### src/rtl/key_debounce.sv
// Six-key push-button debouncer.
// Each key has its own channel: a 2-flop synchronizer, a stability counter and
// a debounced state bit. One-cycle press/release pulses are registered on the
// same edge that updates the debounced state.

// One debounce channel for a single active-low key.
module key_debounce_chan #(
  parameter int unsigned DEBOUNCE_CNT = 1000000,
  parameter int unsigned CNT_W        = 20
) (
  input  logic clk,
  input  logic rst,
  input  logic i_key,
  output logic o_db,
  output logic o_press,
  output logic o_release
);

  // Counter value at which the new level is accepted.
  localparam logic [CNT_W-1:0] TERMINAL = CNT_W'(DEBOUNCE_CNT - 1);

  logic             r_sync1;
  logic             r_sync2;
  logic [CNT_W-1:0] r_cnt;
  logic             r_db;
  logic             r_press;
  logic             r_release;

  logic             w_diff;
  logic             w_fire;
  logic [CNT_W-1:0] w_cnt_nxt;

  // Bring the asynchronous key level into the clk domain; reset reads as released.
  always_ff @(posedge clk or posedge rst) begin
    if (rst) begin
      r_sync1 <= 1'b1;
      r_sync2 <= 1'b1;
    end else begin
      r_sync1 <= i_key;
      r_sync2 <= r_sync1;
    end
  end

  assign w_diff = r_sync2 ^ r_db;
  assign w_fire = w_diff && (r_cnt == TERMINAL);

  // Count consecutive cycles of disagreement; any agreement or acceptance restarts.
  always_comb begin
    w_cnt_nxt = '0;
    if (w_diff && !w_fire) begin
      w_cnt_nxt = r_cnt + CNT_W'(1);
    end
  end

  // Stability counter; it is bounded by TERMINAL and never wraps.
  always_ff @(posedge clk or posedge rst) begin
    if (rst) begin
      r_cnt <= '0;
    end else begin
      r_cnt <= w_cnt_nxt;
    end
  end

  // Accept the synchronized level and emit the matching edge pulse on the same edge.
  always_ff @(posedge clk or posedge rst) begin
    if (rst) begin
      r_db      <= 1'b1;
      r_press   <= 1'b0;
      r_release <= 1'b0;
    end else begin
      r_press   <= w_fire && !r_sync2;
      r_release <= w_fire &&  r_sync2;
      if (w_fire) begin
        r_db <= r_sync2;
      end
    end
  end

  assign o_db      = r_db;
  assign o_press   = r_press;
  assign o_release = r_release;

endmodule

// Top level: six independent channels, key[6:1] active-low.
module key_debounce #(
  parameter int unsigned DEBOUNCE_CNT = 1000000,
  parameter int unsigned CNT_W        = 20
) (
  input  logic       clk,
  input  logic       rst,
  input  logic [6:1] key,
  output logic [6:1] key_db,
  output logic [6:1] key_press,
  output logic [6:1] key_release
);

  logic [6:1] w_db;
  logic [6:1] w_press;
  logic [6:1] w_release;

  for (genvar g = 1; g <= 6; g++) begin : g_ch
    key_debounce_chan #(
      .DEBOUNCE_CNT (DEBOUNCE_CNT),
      .CNT_W        (CNT_W)
    ) u_chan (
      .clk       (clk),
      .rst       (rst),
      .i_key     (key[g]),
      .o_db      (w_db[g]),
      .o_press   (w_press[g]),
      .o_release (w_release[g])
    );
  end

  assign key_db      = w_db;
  assign key_press   = w_press;
  assign key_release = w_release;

endmodule
### config.mk
export PLATFORM = sky130hd
export DESIGN_NAME = key_debounce
export DESIGN_NICKNAME = d
export VERILOG_FILES = /design/src/rtl/key_debounce.sv
export SDC_FILE = /design/constraint.sdc
export NUM_CORES = 1
export LEC_CHECK = 0
export ABC_AREA = 1
export ABC_CLOCK_PERIOD_IN_PS = 9930
export CAP_MARGIN = 20
export CORE_MARGIN = 1
export CORE_UTILIZATION = 67
export DETAILED_ROUTE_END_ITERATION = 6
export PLACE_DENSITY = 0.95
export SLEW_MARGIN = 20
export SYNTH_ARGS = -nofsm -noshare
export SYNTH_HDL_FRONTEND = slang
export SYNTH_SLANG_ARGS = --single-unit
### constraint.sdc
create_clock -name clk -period 9.93 [get_ports clk]
set_input_delay 1.986 -clock clk [delete_from_list [all_inputs] [get_ports clk]]
set_output_delay 1.986 -clock clk [all_outputs]
set_load 0.02 [all_outputs]
==> metrics.md <==
| Metric | Value |
|---|---|
| # resized after CTS | 0 |
| Slowest-stage cell, CP | clkdlybuf4s50_1 |
| Worst-path clk slew | 0.06 ns |
| Post-synth ARST share | 1.00 |
| Fin crit share | 0.362 |
| Vias per inst | 5.55 |
| TritonCTS Buffers | 17 |
| Final hold violation count | 0 |
| Min Hold Slack | 0.352 ns |
| I/O Pins | 26 |
| Initial antenna violation count | 0 |
| Die Wd | 112 µm |
| FP Rows | 39 |
| Area of the multi-input gates | 0.00370 mm² |
| Area occupied by registers | 0.00378 mm² |
| Worst min path class | reg2reg |
| Synth unique cells | 27 |
| Core ar. | 0.0116 mm² |
| Seq/Total Area, Yosys | 0.465 |
| Final Instance Area | 0.00899 mm² |
| Final Total Pwr | 1.34 mW |
| DP Worst Slack | 5.95 ns |
| CTS Sinks | 150 |
| # DRC | 1 |
| Buf/Inv on CP | 1 |
| Status | finished with violations |
| Cell area after placement | 0.00837 mm² |
| Avg WL per Cell | 13.7 µm |
| Total negative slack | 0 ns |
| Final ANT Viol Nets | 0 |
| Total gr overflow | 0 |
| # setup viols final | 0 |
| Hold path start | g_ch[5].u_chan.r_sync1$_DFF_PP1_ |
| RePlAce Congestion | 0.942 |
| Number of global-route vias before repair | 6580 |
| Worst setup EP type | primary output |
| Worst Path Required | 7.94 ns |
| Fin. max-slew vios | 0 |
| Critical Path AT | 1.60 ns |
| Maximum VDD drop | 0.130 mV |
| Critical-path cell list | clkdlybuf4s50_1 |
| Total wire length | 16900 µm |
| Final worst slack | 6.34 ns |
| Vias | 6858 |
| R2r startpoint | g_ch[5].u_chan.r_cnt[0]$_DFF_PP0_ |
| Hold_buf cts | 0 |
| Net count, final | 1093 |
| Synthesized area | 0.00813 mm² |
| Synth Flop Type | dfrtp_1 |
| Cells after synthesis | 1058 |
| Layout cells sized above 1 | 0.0861 |
| EDFF count, synth | 0 |
| Die area | 0.0126 mm² |
| DP HPWL | 11500 µm |
| R2r setup slk | 8.29 ns |
| Maximum clock path buffer count | 2 |
| Commonest non-fill, non-tap cell in the layout | nor2_1 |
| Synth Area in XOR/XNOR | 0.0679 |
| Largest family of logic cells by synthesized area | simple AND/OR/NAND/NOR gates |
| Detailed Routing Iterations Pass 1 | 7 |
| Tmin final | 3.59 ns |
| Post-synthesis simple-gate area fraction | 0.360 |
| Setup CP Type | reg2out |
| Synthesized flop and latch total | 150 |
| Adder-Cell Fraction of Synth Area | 0.00924 |
| WHS Path Cells | 0 |
| Worst reg2reg path depth | 8 |
| Clk Latency, worst-skew pair | 0.43 ns |
| I/O Buffers | 25 |
| Mux contribution to synthesized area | 0 |
| Net count after synthesis | 1072 |
| First-pass GRT wire length | 29600 µm |
| CP delay by family, top | buffers and inverters |
| Unrepaired setup endpoints after global routing | no |
| CP peak stage delay | 0.62 ns |
| Failing checks | DRC |
| GRT Resource Usage Total | 0.296 |
| CTS tree | built |
| Antenna cells | 0 |
| Critical path fanouts, max | 3 |
| Die Height | 112 µm |
| Cell Pwr Density | 150 mW/mm² |
| Startpoint Class | register |
| Complex-gate fraction of the synthesized area | 0.0182 |
| Worst Hold Path EP | g_ch[5].u_chan.r_sync2$_DFF_PP1_ |
| Initial drt markers | 584 |
| Worst-case headroom to the max-slew limit | 0.503 |
| Postcts setup bufs | 0 |
| Most frequent cells in the layout | nor2_1, nand2_1, dfrtp_1, inv_1, nand3_1 |
| Max Cap Viol | 0 |
| Syn Area/Cell | 7.68 µm² |
| Fmax | 0.279 GHz |
| Pleak | 3.96 nW |
| Initial Util | 0.700 |
| Area grow syn2layout | 10.7% |
| Fill cell count | 792 |
| Final Skew | 0.00813 ns |
| H-tree levels | 4 |
| Synth warn | 0 |
| Largest net degree at the start of global routing | 87 |
| Clk root buf | clkbuf_16 |
| Worst r2r dst | g_ch[5].u_chan.r_cnt[18]$_DFF_PP0_ |
| Slew @ Worst Pin | 0.745 ns |
-- cell families after synthesis --
| logic type | Yosys count |
|---|---|
| buffers and inverters | 143 |
| DFF | 150 |
| and+or+nand+nor | 670 |
| xor gates and xnor gates | 63 |
| adders and majority gates | 6 |
| AOI/OAI and AO/OA | 26 |
-- synthesized netlist by cell type (3+ instances only) --
| cell type | n | area share |
|---|---|---|
| nand3b_1 | 3 | 0.0028 |
| o21bai_1 | 7 | 0.0065 |
| nand2_1 | 243 | 0.11 |
| nand3_2 | 5 | 0.0062 |
| nor3_2 | 4 | 0.0049 |
| nor2_4 | 7 | 0.0097 |
| nand3_1 | 80 | 0.049 |
| buf_6 | 6 | 0.0083 |
| xor2_1 | 46 | 0.050 |
| nand2_4 | 7 | 0.0097 |
| nor2_1 | 268 | 0.12 |
| inv_1 | 117 | 0.054 |
| dfrtp_1 | 132 | 0.41 |
| nand2_2 | 8 | 0.0062 |
| ha_1 | 6 | 0.0092 |
| dfstp_2 | 18 | 0.058 |
| a21oi_1 | 8 | 0.0049 |
| buf_4 | 18 | 0.017 |
| xnor2_1 | 17 | 0.018 |
| o21ai_0 | 11 | 0.0068 |
| nand4_1 | 19 | 0.015 |
| nor3_1 | 13 | 0.0080 |
| nor2_2 | 8 | 0.0062 |
-- layer usage --
layer	share of wire	vias to the layer above	track usage	wire length (µm)
li1	-	3307	-	-
met2	0.50	274	0.504	8430
met5	0	-	0	0
met1	0.41	3213	0.364	6980
met4	0.027	0	0.123	465
met3	0.062	64	0.0718	1050
-- report_power, final --
group,switching [mW],internal [mW]
combinational,0.0276,0.0106
sequential,0.00832,0.622
clock,0.249,0.428
total,0.285,1.06
-- final cells by class --
class	instances	share of cell area
Sequential cell	150	0.420
Multi-Input combinational cell	765	0.412
Inverter	119	0.0502
Clock buffer	21	0.0501
Timing Repair Buffer	26	0.0291
Tap cell	143	0.0199
Clock inverter	11	0.0193
-- sequential cells by signal, indices dropped and copies added (netlist names) --
name                   flops
g_ch.u_chan.o_press        6
g_ch.u_chan.r_sync2        6
g_ch.u_chan.r_sync1        6
g_ch.u_chan.o_db           6
g_ch.u_chan.o_release      6
g_ch.u_chan.r_cnt        120
-- stage by stage --
stage	std cells	util
floorplan	1058	-
CTS	1235	0.774
detailed placement	1203	0.720
global route	1235	0.774
global placement	1203	0.720
finish	1235	0.774
-- worst max path at each step --
stage	from	slack, ns	depth (start not counted)	end
floorplan	rst	3.94	1	g_ch[1].u_chan.o_press$_DFF_PP0_
global placement	rst	5.98	3	g_ch[5].u_chan.o_press$_DFF_PP0_
detailed placement	rst	5.95	3	g_ch[6].u_chan.r_cnt[10]$_DFF_PP0_
CTS	g_ch[1].u_chan.o_db$_DFFE_PP1P_	6.33	1	key_db[1]
global route	g_ch[1].u_chan.o_db$_DFFE_PP1P_	6.30	1	key_db[1]
finish	g_ch[1].u_chan.o_db$_DFFE_PP1P_	6.34	1	key_db[1]
(Power assumes the default switching activity.)
